$ cat config.mk
export PLATFORM = sky130hd
export DESIGN_NAME = bridge_arbiter
export DESIGN_NICKNAME = d
export VERILOG_FILES = /design/src/rtl/bridge_arbiter.sv
export SDC_FILE = /design/constraint.sdc
export NUM_CORES = 1
export LEC_CHECK = 0
export ABC_CLOCK_PERIOD_IN_PS = 1800
export BUFFER_PORTS_ARGS = -buffer_cell sky130_fd_sc_hd__buf_2
export CORE_AREA = 2 2 120 122
export DETAILED_ROUTE_END_ITERATION = 8
export DIE_AREA = 0 0 122 124
export GPL_ROUTABILITY_DRIVEN = 0
export PLACE_DENSITY = 0.77
export REMOVE_ABC_BUFFERS = 1
export SLEW_MARGIN = 20
export SYNTH_ARGS = -nofsm -noshare
export SYNTH_HDL_FRONTEND = slang
export SYNTH_SLANG_ARGS = --single-unit
export TNS_END_PERCENT = 20
$ cat constraint.sdc
create_clock -name clk -period 1.8 [get_ports clk]
set_input_delay 0.18 -clock clk [delete_from_list [all_inputs] [get_ports clk]]
set_output_delay 0.18 -clock clk [all_outputs]
set_load 0.01 [all_outputs]
$ cat src/rtl/bridge_arbiter.sv
// Two-master arbiter onto the single system-bridge device bus; one fixed-length
// transaction at a time. Define ARB_FIXED_PRIO_EN for fixed M0 priority (default: round-robin).
module bridge_arbiter #(
  parameter int WAIT_CYCLES = 2
) (
  input  logic        clk,
  input  logic        reset_n,
  input  logic        m0_req,
  input  logic [31:0] m0_addr,
  input  logic [31:0] m0_wd,
  input  logic        m0_we,
  input  logic [2:0]  m0_storetype,
  output logic        m0_ready,
  output logic [31:0] m0_rd,
  input  logic        m1_req,
  input  logic [31:0] m1_addr,
  input  logic [31:0] m1_wd,
  input  logic        m1_we,
  input  logic [2:0]  m1_storetype,
  output logic        m1_ready,
  output logic [31:0] m1_rd,
  output logic [31:0] pr_addr,
  output logic [31:0] pr_wd,
  output logic        mem_wr,
  output logic [2:0]  store_type,
  input  logic [31:0] pr_rd,
  output logic [1:0]  gnt
);

  localparam logic [1:0] IDLE = 2'd0;
  localparam logic [1:0] XFER = 2'd1;
  localparam logic [1:0] RESP = 2'd2;

  localparam logic [3:0] LAST_CNT = 4'(WAIT_CYCLES - 1);

  logic [1:0]  state_reg, state_next;
  logic [3:0]  cnt_reg, cnt_next;
  logic [1:0]  owner_reg, owner_next;
  logic [31:0] addr_reg, addr_next;
  logic [31:0] wd_reg, wd_next;
  logic        we_reg, we_next;
  logic [2:0]  st_reg, st_next;
  logic [31:0] rd_q_reg, rd_q_next;

  logic [1:0]  req_vec;
  logic [31:0] addr_arr [2];
  logic [31:0] wd_arr   [2];
  logic        we_arr   [2];
  logic [2:0]  st_arr   [2];
  logic [1:0]  ready_vec;
  logic        pick_m1;
  logic        sel;

  assign req_vec  = {m1_req, m0_req};
  assign addr_arr = '{m0_addr, m1_addr};
  assign wd_arr   = '{m0_wd, m1_wd};
  assign we_arr   = '{m0_we, m1_we};
  assign st_arr   = '{m0_storetype, m1_storetype};

`ifdef ARB_FIXED_PRIO_EN
  assign pick_m1 = req_vec[1] && !req_vec[0];
`else
  // last_grant_m1_reg = 1 means M1 was granted most recently, so M0 wins the next tie.
  logic last_grant_m1_reg, last_grant_m1_next;

  assign pick_m1 = req_vec[1] && (!req_vec[0] || !last_grant_m1_reg);
`endif

  assign sel = pick_m1;

  always_comb begin
    state_next = state_reg;
    cnt_next   = cnt_reg;
    owner_next = owner_reg;
    addr_next  = addr_reg;
    wd_next    = wd_reg;
    we_next    = we_reg;
    st_next    = st_reg;
    rd_q_next  = rd_q_reg;
`ifndef ARB_FIXED_PRIO_EN
    last_grant_m1_next = last_grant_m1_reg;
`endif
    case (state_reg)
      IDLE: begin
        if (|req_vec) begin
          state_next = XFER;
          cnt_next   = 4'd0;
          owner_next = sel ? 2'b10 : 2'b01;
          addr_next  = addr_arr[sel];
          wd_next    = wd_arr[sel];
          we_next    = we_arr[sel];
          st_next    = st_arr[sel];
`ifndef ARB_FIXED_PRIO_EN
          last_grant_m1_next = sel;
`endif
        end
      end
      XFER: begin
        if (cnt_reg == LAST_CNT) begin
          rd_q_next  = pr_rd;
          state_next = RESP;
        end else begin
          cnt_next = cnt_reg + 4'd1;
        end
      end
      RESP: begin
        state_next = IDLE;
        owner_next = 2'b00;
      end
      default: begin
        state_next = IDLE;
        owner_next = 2'b00;
      end
    endcase
  end

  always_ff @(posedge clk or negedge reset_n) begin
    if (!reset_n) begin
      state_reg <= IDLE;
      cnt_reg   <= 4'd0;
      owner_reg <= 2'b00;
      addr_reg  <= 32'd0;
      wd_reg    <= 32'd0;
      we_reg    <= 1'b0;
      st_reg    <= 3'd0;
      rd_q_reg  <= 32'd0;
`ifndef ARB_FIXED_PRIO_EN
      last_grant_m1_reg <= 1'b1;
`endif
    end else begin
      state_reg <= state_next;
      cnt_reg   <= cnt_next;
      owner_reg <= owner_next;
      addr_reg  <= addr_next;
      wd_reg    <= wd_next;
      we_reg    <= we_next;
      st_reg    <= st_next;
      rd_q_reg  <= rd_q_next;
`ifndef ARB_FIXED_PRIO_EN
      last_grant_m1_reg <= last_grant_m1_next;
`endif
    end
  end

  // Bus is driven only during XFER, from the latched copy of the winner's request.
  logic xfer_active;
  assign xfer_active = (state_reg == XFER);
  assign pr_addr     = xfer_active ? addr_reg : 32'd0;
  assign pr_wd       = xfer_active ? wd_reg   : 32'd0;
  assign store_type  = xfer_active ? st_reg   : 3'd0;
  assign mem_wr      = xfer_active && we_reg && (cnt_reg == 4'd0);
  assign gnt         = owner_reg;

  genvar gi;
  generate
    for (gi = 0; gi < 2; gi++) begin : g_ready
      assign ready_vec[gi] = (state_reg == RESP) && owner_reg[gi];
    end
  endgenerate

  assign m0_ready = ready_vec[0];
  assign m1_ready = ready_vec[1];
  assign m0_rd    = rd_q_reg;
  assign m1_rd    = rd_q_reg;

endmodule

==> results of run 1 <==
-- power groups by stage --
stage / Combinational, W / Sequential, W / Clock, W
2_1_floorplan: 0.00379 / 0.00463 / 0
3_3_place_gp: 0.00699 / 0.00441 / 0
3_5_place_dp: 0.00708 / 0.00444 / 0
4_1_cts: 0.00717 / 0.00439 / 0.00217
5_1_grt: 0.00779 / 0.00457 / 0.00225
6_report: 0.00713 / 0.00439 / 0.00209
-- how the worst max path moves through the flow --
stage / cells past startpoint / slack (ps) / from / endpoint
floorplan: 3 / -1860 / state_reg[0] / m0_rd[0]
global placement: 4 / 270 / state_reg[1] / wd_reg[25]
detailed placement: 4 / 190 / state_reg[1] / addr_reg[21]
CTS: 4 / 2 / state_reg[1] / mem_wr
global route: 4 / -30 / state_reg[1] / mem_wr
finish: 4 / 40 / state_reg[1] / mem_wr
-- metal layers --
layer	vias up	wire, um	GRT usage, %
met3	21	1130	5.174
met1	2323	6481	25.58
li1	2190	-	-
met5	-	13	0
met4	2	259	5.747
met2	176	7603	31.22
-- critical path, delay by kind of cell, from the launching register on --
family / cells / cell delay [ps]
flip-flops: 1 / 490
AND/OR/NAND/NOR: 2 / 420
buffers and inverters: 2 / 320
-- metrics by stage --
step / cell area, um2 / total power [W] / setup TNS [ps] / setup WS (ps) / utilization [%]
6_report: 7315 / 0.01360 / 0 / 36.69 / 53.32
5_1_grt: 7315 / 0.01461 / -156.4 / -27.44 / 53.32
4_1_cts: 7308 / 0.01372 / 0 / 1.762 / 53.27
3_5_place_dp: 6973 / 0.01152 / 0 / 187.0 / 50.83
3_3_place_gp: 6973 / 0.01139 / 0 / 271.7 / 50.83
2_1_floorplan: 4996 / 0.008417 / -217650 / -1864 / -
-- cells in the final DEF (no fill, tap or decap), drive strengths merged, types with 2 or more instances in the layout --
cell type  instances
nand3              2
dfrtp            108
o21ai              5
nand2b             3
buf              321
and3b              2
nand3b             2
a221o             68
inv               11
ha                 3
a21oi              5
a21boi            68
nor2               3
or2                2
clkbuf             9
and3               2
mux2              33
and2              67
-- synth_stat cells (2+ instances only) --
| cell | n | area [um2] |
|---|---|---|
| sky130_fd_sc_hd__dfrtp_1 | 108 | 2703 |
| sky130_fd_sc_hd__a221o_1 | 68 | 680.7 |
| sky130_fd_sc_hd__and2_1 | 67 | 419.2 |
| sky130_fd_sc_hd__a21boi_0 | 62 | 465.5 |
| sky130_fd_sc_hd__buf_4 | 33 | 247.7 |
| sky130_fd_sc_hd__mux2_2 | 33 | 371.6 |
| sky130_fd_sc_hd__clkbuf_1 | 22 | 82.58 |
| sky130_fd_sc_hd__buf_2 | 15 | 75.07 |
| sky130_fd_sc_hd__a21boi_1 | 6 | 45.04 |
| sky130_fd_sc_hd__inv_1 | 6 | 22.52 |
| sky130_fd_sc_hd__a21oi_1 | 5 | 25.02 |
| sky130_fd_sc_hd__o21ai_0 | 5 | 25.02 |
| sky130_fd_sc_hd__buf_6 | 4 | 45.04 |
| sky130_fd_sc_hd__ha_1 | 3 | 37.54 |
| sky130_fd_sc_hd__nand2b_1 | 3 | 18.77 |
| sky130_fd_sc_hd__and3_1 | 2 | 12.51 |
| sky130_fd_sc_hd__and3b_1 | 2 | 17.52 |
| sky130_fd_sc_hd__nand3b_1 | 2 | 15.01 |
| sky130_fd_sc_hd__nor2_1 | 2 | 7.510 |
| sky130_fd_sc_hd__or2_2 | 2 | 12.51 |
-- timing repair --
| action | CTS | global route |
|---|---|---|
| setup buffers | 1 | 0 |
| hold buffers | 1 | 0 |
| gates resized for setup | 3 | 1 |
| pin swaps | 0 | 1 |
| hold endpoints to repair | 27 | 0 |
| setup endpoints to repair | 67 | 15 |
-- cell type report --
class | count | area, um2
fill | 1233 | 6405
sequential | 109 | 2731
multi-input combinational | 274 | 2260
timing repair buffer | 322 | 1764
clock buffer | 9 | 225.2
tap | 180 | 225.2
clock inverter | 7 | 86.33
inverter | 6 | 22.52
-- kinds of logic after synthesis --
| group | synth area share, % |
|---|---|
| AOI/OAI and AO/OA | 23.36 |
| xor gates and xnor gates | 0.1607 |
| adders and majority gates | 0.6886 |
| buffers and inverters | 8.767 |
| DFF | 50.06 |
| muxes | 7.000 |
| and+or+nand+nor | 9.961 |
==> results.cfg, run 1 <==
[yosys]
synth-warning-count = 0
netlist_area_mm2 = 0.005451
netlist-cell-type-count = 34
synth_seq_area_share_pct = 50.06
ys_ff_latch = 109
synth_area_per_cell_um2 = 11.75
synth-edff-count = 0
netlist_instances = 464
synth_top_flop_cell = sky130_fd_sc_hd__dfrtp_1
async_reset_ff_share_pct = 100.0

[critical_path]
critPathRequiredTime_ps = 1620
regToRegEndpoint = addr_reg[21]
cp-end-kind = output port
worstRegToRegCells = 5
crit_fanout = 39
cp_class = flip-flop to output port
crit_slowest_cell = sky130_fd_sc_hd__dfrtp_2
worstSetupStartpointType = flip-flop
r2r_setup_slack_ps = 220
timing.critical_path.cells = nor2b_4 > buf_12 > and4_1 > buf_6
arrival_ps = 1580
cpPeakStageDelay_ps = 490
crit-reg2reg-launch = state_reg[0]

[sta]
timing.slew.headroom_pct = 71.19
report.final.setup_viol = 0
timing.final.hold_violations = 0
fmaxAchievable_ghz = 0.5671
hold_slack_ps = 50.60
rsz0062_at_grt = true
worstMarginPinSlew_ps = 432.1
timing.final.crit_share_pct = 97.96
number_of_slew_limit_violations_in_the_final_report = 0
largest_clock_skew_in_the_final_design_ps = 9.054
final_period_minus_worst_setup_slack_ps = 1763

[pwr]
peakVddDrop_mv = 0.7290
power_switching_w = 0.005239
combinationalPowerShare_pct = 52.4
switching_share_pct = 38.51
power_density_mw_per_mm2 = 1860
clock_power_share_pct = 15.3
leakagePower_nw = 3.727
power_frac_seq_pct = 32.3
internal-power_w = 0.008365

[layout]
area_added_between_synthesis_and_finish_pct = 34.17
final_nets = 897
num_antenna_cells = 0
post_layout_nonfiller_instances = 907
final_layout_size_suffix_gt1_share_pct = 52.27

[placement]
place_inst = 889
place_hpwl_mm = 11.22
io_buffers = 307

[min_path]
holdPathEnd = wd_reg[12]
hold_path_startpoint = m1_wd[12]
hold_depth = 2
worst_hold_path_type = primary input to flip-flop

[clock_tree]
clock-root-buffer = sky130_fd_sc_hd__clkbuf_16
tritoncts_clock_tree = yes
cts_htree_levels = 3
clkLatencyLatePin_ps = 350
clock-sinks = 109
number_of_buffers_added_by_the_clock_tree_synthesis_step = 9
clk_path_buf_depth = 2
path_clk_slew_ps = 80

[floorplan]
num_rows = 43
placeableCoreArea_mm2 = 0.01372
dieWidth_um = 122
initial_core_util_pct = 39.74
ios = 308
floorplan.die.height_um = 124
floorplan.die_area_mm2 = 0.01513

[global_route]
grt_first_pass_wirelength_mm = 22.83
gr-usage-all-layers_pct = 19.33
grt_pass1_vias = 4395
grt_antenna_before_repair = 1
grt_overflow_total = 0
grt_max_degree = 47

[routing]
wl_per_cell_um = 17.08
drt-pass1-iter-count = 5
vias = 4712
drc = 0
wirelength_mm = 15.49
ant_nets = 0
via_per_inst = 5.195
detail_route.iter0.violations = 309

[status]
outcome = complete, no violations

[job]
maxCapViolCount = 0
No activity file was read; power rests on OpenSTA's default activity.
==> inputs of run 2 (changes only) <==
--- a/config.mk
+++ b/config.mk
@@ -12,7 +12,6 @@
 export DIE_AREA = 0 0 122 124
 export GPL_ROUTABILITY_DRIVEN = 0
 export PLACE_DENSITY = 0.77
-export REMOVE_ABC_BUFFERS = 1
 export SLEW_MARGIN = 20
 export SYNTH_ARGS = -nofsm -noshare
 export SYNTH_HDL_FRONTEND = slang
==> run 2 against run 1 <==
Compared with the run above: die area stayed put; largest power group unchanged; via count increased by 0.59%; sequential power fell by 0.9%; core utilization up 0.39 points; design area rose by 0.74%; final cell count is 0.66% higher; first-iteration DRC count fell by 12%.
==> results.cfg, run 2 (synthesis gave the netlist of run 1 again) <==
[routing]
wirelength_mm = 15.82
ant_nets = 0
drc = 0
vias = 4740
wl_per_cell_um = 17.33
detail_route.iter0.violations = 272
via_per_inst = 5.192
drt-pass1-iter-count = 4

[floorplan]
initial_core_util_pct = 39.74
num_rows = 43
placeableCoreArea_mm2 = 0.01372
floorplan.die.height_um = 124
dieWidth_um = 122
ios = 308
floorplan.die_area_mm2 = 0.01513

[layout]
mostFrequentLayoutCells = 306 x sky130_fd_sc_hd__buf_2, 106 x sky130_fd_sc_hd__dfrtp_1, 68 x sky130_fd_sc_hd__a221o_1
final_design_area_no_fill_mm2 = 0.007368
num_antenna_cells = 0
area_added_between_synthesis_and_finish_pct = 35.16
layout.cells.most_common = sky130_fd_sc_hd__buf_2
final_nets = 903
final_layout_size_suffix_gt1_share_pct = 52.66

[global_route]
grt_first_pass_wirelength_mm = 22.82
grt_overflow_total = 0
gr-usage-all-layers_pct = 19.38
grt_pass1_vias = 4438
grt_antenna_before_repair = 0
grt_max_degree = 110

[placement]
place_area_mm2 = 0.006965
place_hpwl_mm = 10.56
placement_setup_slack_ps = 198.9
io_buffers = 307

[critical_path]
cp_class = flip-flop to output port
arrival_ps = 1540
crit_fanout = 21
critPathRequiredTime_ps = 1620
critical_path.startpoint = state_reg[1]
cp-end-kind = output port
crit-reg2reg-launch = state_reg[0]
cpPeakStageDelay_ps = 450
worstSetupStartpointType = flip-flop
timing.critical_path.cells = nor2b_4 > buf_12 > clkbuf_16 > and2_1 > buf_2
crit_slowest_cell = sky130_fd_sc_hd__dfrtp_2

[clock_tree]
cts_htree_levels = 3
number_of_buffers_added_by_the_clock_tree_synthesis_step = 9
clkLatencyLatePin_ps = 350
clock-root-buffer = sky130_fd_sc_hd__clkbuf_16
clock-sinks = 109
clk_path_buf_depth = 2
path_clk_slew_ps = 80
tritoncts_clock_tree = yes

[sta]
worstMarginPinSlew_ps = 593.5
timing.slew.headroom_pct = 60.43
final.setup.worst_slack_ps = 79.55
largest_clock_skew_in_the_final_design_ps = 9.778
timing.final.crit_share_pct = 95.58
report.final.setup_viol = 0
final_period_minus_worst_setup_slack_ps = 1720
timing.final.hold_violations = 0
total_neg_setup_slack_ps = 0
fmaxAchievable_ghz = 0.5812
number_of_slew_limit_violations_in_the_final_report = 0

[pwr]
switching_share_pct = 38.67
internal-power_w = 0.008471
power_switching_w = 0.005342
clock_power_share_pct = 13.9
power_density_mw_per_mm2 = 1875
leakagePower_nw = 3.759
peakVddDrop_mv = 0.6550
power_frac_seq_pct = 31.5
combinationalPowerShare_pct = 54.6

[job]
maxCapViolCount = 0

[status]
outcome = complete, no violations

[min_path]
hold_path_startpoint = m1_addr[9]
worst_hold_path_type = primary input to flip-flop

[yosys]
syn_nets = 639
[run 2: changes by cell type in the layout (fill, tap and decap cells not counted), moves of 2 or more]
cell | previous run | this run
sky130_fd_sc_hd__buf_4 | 6 | 10
sky130_fd_sc_hd__clkinv_4 | 0 | 2
sky130_fd_sc_hd__inv_6 | 3 | 1
sky130_fd_sc_hd__buf_6 | 2 | 0
sky130_fd_sc_hd__clkbuf_16 | 9 | 11
[run 2: layout make-up]
class / instances / area [um2]
inverters: 6 / 22.52
fillers: 1228 / 6351
multi-input cells: 274 / 2260
flip-flops and latches: 109 / 2731
clock inverters: 7 / 57.56
clock buffers: 9 / 225.2
well taps: 180 / 225.2
repair buffers: 328 / 1847
[run 2: final timing paths]
| path | end | slack, ps | cells past startpoint |
|---|---|---|---|
| setup / recovery | pr_wd[10] | 80 | 5 |
| hold / removal | addr_reg[9] | 50 | 2 |
| setup reg to reg | m0_rd[10] | 90 | 7 |
| hold reg to reg | last_grant_m1_reg | 510 | 2 |
| max in group asynchronous | addr_reg[20] | 890 | 3 |
| min in group asynchronous | addr_reg[3] | 440 | 3 |
[run 2: through the flow]
step                instances  hold slack [ps]  util, %  power, W
finish                    913            52.34    53.71   0.01381
global route              913            39.31    53.71   0.01483
CTS                       907            39.58    53.03   0.01355
detailed placement        888            306.7    50.77   0.01155
global placement          888            303.1    50.77   0.01141
floorplan                 464           -115.6        -  0.009206
[run 2: power groups by stage]
| stage | Sequential, W | Combinational (W) | Clock (W) |
|---|---|---|---|
| after global routing | 0.00451 | 0.00825 | 0.00208 |
| after detailed placement | 0.00439 | 0.00716 | 0 |
| after CTS | 0.00436 | 0.00722 | 0.00197 |
| after floorplan | 0.00440 | 0.00480 | 0 |
| after global placement | 0.00438 | 0.00703 | 0 |
| final | 0.00435 | 0.00754 | 0.00192 |
[run 2: worst max-delay path, delay by kind of cell (launching register included)]
family | cells | cell delay [ps]
buffers and inverters | 3 | 460
AND/OR/NAND/NOR | 2 | 280
flip-flops | 1 | 450
[run 2: routing by layer]
metal / wire length, um / track usage, % / up-vias
li1: - / - / 2198
met1: 6528 / 24.31 / 2311
met2: 7975 / 33.73 / 220
met3: 1148 / 4.625 / 11
met4: 171 / 4.885 / 0
met5: 0 / 0 / -
[run 2: timing repair]
| action | CTS | global route |
|---|---|---|
| setup buffers | 2 | 4 |
| hold buffers | 1 | 0 |
| endpoints found under the setup margin | 68 | 31 |
| gates resized for setup | 2 | 0 |
| gates cloned | 0 | 2 |
| endpoints found under the hold margin | 108 | 0 |
==> inputs of run 3 (changes only) <==
--- a/config.mk
+++ b/config.mk
@@ -5,8 +5,8 @@
 export SDC_FILE = /design/constraint.sdc
 export NUM_CORES = 1
 export LEC_CHECK = 0
-export ABC_CLOCK_PERIOD_IN_PS = 1800
-export BUFFER_PORTS_ARGS = -buffer_cell sky130_fd_sc_hd__buf_2
+export ABC_CLOCK_PERIOD_IN_PS = 1900
+export BUFFER_PORTS_ARGS = -buffer_cell sky130_fd_sc_hd__clkbuf_2
 export CORE_AREA = 2 2 120 122
 export DETAILED_ROUTE_END_ITERATION = 8
 export DIE_AREA = 0 0 122 124
==> constraint.sdc (replaced) <==
create_clock -name clk -period 1.9 [get_ports clk]
set_input_delay 0.19 -clock clk [delete_from_list [all_inputs] [get_ports clk]]
set_output_delay 0.19 -clock clk [all_outputs]
set_load 0.01 [all_outputs]
==> run 3 against run 2 <==
Compared with the run above: combinational power shrank 13%; total power shrank 8.6%; design area shrank 1.6%; critical endpoint is now pr_wd[13]; largest cell class unchanged.
==> results.cfg, run 3 (synthesis gave the netlist of run 1 again) <==
[critical_path]
critical_path.startpoint = state_reg[0]
critPathRequiredTime_ps = 1710
arrival_ps = 1600
regToRegEndpoint = wd_reg[7]
cp_class = flip-flop to output port
worstSetupStartpointType = flip-flop
crit-reg2reg-launch = state_reg[0]
r2r_setup_slack_ps = 310
cp-end-kind = output port
crit_fanout = 41
worstRegToRegCells = 4
endpoint = pr_wd[13]

[sta]
timing.final.crit_share_pct = 94.41
report.final.setup_viol = 0
largest_clock_skew_in_the_final_design_ps = 6.406
worstMarginPinSlew_ps = 455.6
total_neg_setup_slack_ps = 0
final_period_minus_worst_setup_slack_ps = 1794
final.setup.worst_slack_ps = 106.2
number_of_slew_limit_violations_in_the_final_report = 0
timing.slew.headroom_pct = 69.63
timing.final.hold_violations = 0
rsz0062_at_grt = false
fmaxAchievable_ghz = 0.5575

[pwr]
internal-power_w = 0.007726
power_frac_seq_pct = 33.5
peakVddDrop_mv = 0.6184
clock_power_share_pct = 14.5
combinationalPowerShare_pct = 52.0
switching_share_pct = 38.78
power_switching_w = 0.004894
power_density_mw_per_mm2 = 1741
leakagePower_nw = 3.718

[clock_tree]
cts_htree_levels = 3
clock-sinks = 109
clk_path_buf_depth = 2
number_of_buffers_added_by_the_clock_tree_synthesis_step = 9
clock-root-buffer = sky130_fd_sc_hd__clkbuf_16
clkLatencyLatePin_ps = 340
tritoncts_clock_tree = yes
post_cts_buffers = 0
path_clk_slew_ps = 70

[routing]
wirelength_mm = 15.31
vias = 4735
drt-pass1-iter-count = 4
top_layer_used = met4
met2_wirelength_mm = 7.808
drc = 0
ant_nets = 0
met3WireLength_um = 969
via_per_inst = 5.215
wl_per_cell_um = 16.86
detail_route.iter0.violations = 339
m1WireLength_mm = 6.296

[floorplan]
num_rows = 43
initial_core_util_pct = 39.74
ios = 308
dieWidth_um = 122
floorplan.die_area_mm2 = 0.01513
placeableCoreArea_mm2 = 0.01372
floorplan.die.height_um = 124

[layout]
fillCellCount = 1249
final_layout_size_suffix_gt1_share_pct = 52.20
mostFrequentLayoutCells = 306 x sky130_fd_sc_hd__clkbuf_2, 106 x sky130_fd_sc_hd__dfrtp_1, 68 x sky130_fd_sc_hd__a221o_1
final_nets = 898
area_used_by_multi_input_combinational_logic_mm2 = 0.002260
area_added_between_synthesis_and_finish_pct = 32.96
final_design_area_no_fill_mm2 = 0.007248
seqCellArea_mm2 = 0.002731
num_antenna_cells = 0
layout.cells.most_common = sky130_fd_sc_hd__clkbuf_2

[yosys]
syn_nets = 639

[global_route]
grt_max_degree = 56
gr-usage-all-layers_pct = 19.65
grt_first_pass_wirelength_mm = 23.13
grt_overflow_total = 0
grt_pass1_vias = 4513
grt_antenna_before_repair = 0

[placement]
placement_setup_slack_ps = 289.9
place_area_mm2 = 0.006938
io_buffers = 307
place_hpwl_mm = 11.23

[min_path]
hold_depth = 2
worst_hold_path_type = primary input to flip-flop

[status]
outcome = complete, no violations

[job]
maxCapViolCount = 0
==> run 3: cell types whose count changed in the layout (fill, tap and decap cells not counted), moves of 2 or more <==
cell | before | now
sky130_fd_sc_hd__buf_2 | 306 | 0
sky130_fd_sc_hd__clkbuf_2 | 0 | 306
sky130_fd_sc_hd__buf_12 | 9 | 4
sky130_fd_sc_hd__clkbuf_16 | 11 | 9
sky130_fd_sc_hd__clkbuf_8 | 0 | 2
sky130_fd_sc_hd__clkinv_4 | 2 | 0
==> run 3: layout make-up <==
class / count / share of cell area, %
clock buffers: 12 / 3.539
clock inverters: 4 / 0.4143
inverters: 6 / 0.3107
multi-input cells: 274 / 31.18
flip-flops and latches: 109 / 37.68
well taps: 180 / 3.107
repair buffers: 323 / 23.77
==> run 3: repair_timing <==
action / 4_1_cts / 5_1_grt
gates resized for setup: 2 / 3
endpoints found under the hold margin: 23 / 0
pin swaps: 0 / 0
setup endpoints to repair: 60 / 31
hold buffers: 1 / 0
gates cloned: 0 / 0
==> run 3: metrics by stage <==
stage / hold slack [ps] / std cells / total power, W / utilization [%]
after detailed placement: 148.8 / 891 / 0.01084 / 50.57
after CTS: 51.49 / 908 / 0.01272 / 52.77
after global routing: 54.40 / 908 / 0.01360 / 52.83
final: 68.78 / 908 / 0.01262 / 52.83
after global placement: 147.2 / 891 / 0.01071 / 50.57
after floorplan: -105.6 / 464 / 0.008721 / -
==> run 3: worst min-delay path by stage <==
| stage | from | endpoint |
|---|---|---|
| 2_1_floorplan | reset_n | addr_reg[0] |
| 6_report | m0_addr[15] | addr_reg[15] |
| 3_3_place_gp | reset_n | addr_reg[4] |
| 4_1_cts | m1_addr[16] | addr_reg[16] |
| 5_1_grt | m1_addr[16] | addr_reg[16] |
| 3_5_place_dp | reset_n | addr_reg[4] |
==> run 3: critical path, cell delays in order, from the launching register on <==
cell and delay, ps:
sky130_fd_sc_hd__dfrtp_2 460, sky130_fd_sc_hd__nor2b_4 230, sky130_fd_sc_hd__buf_8 230, sky130_fd_sc_hd__and2_1 180
sky130_fd_sc_hd__clkbuf_2 130
==> run 3: power by group through the flow <==
stage / clock (W) / combinational (W) / sequential (W)
2_1_floorplan: 0 / 0.00455 / 0.00417
3_3_place_gp: 0 / 0.00650 / 0.00421
3_5_place_dp: 0 / 0.00660 / 0.00423
4_1_cts: 0.00189 / 0.00661 / 0.00423
5_1_grt: 0.00198 / 0.00724 / 0.00437
6_report: 0.00183 / 0.00656 / 0.00423
==> run 3: routing by layer <==
metal | track usage [%] | up-vias
met5 | 0 | -
met4 | 7.471 | 0
met3 | 3.617 | 16
met2 | 34.18 | 211
met1 | 24.31 | 2311
li1 | - | 2197
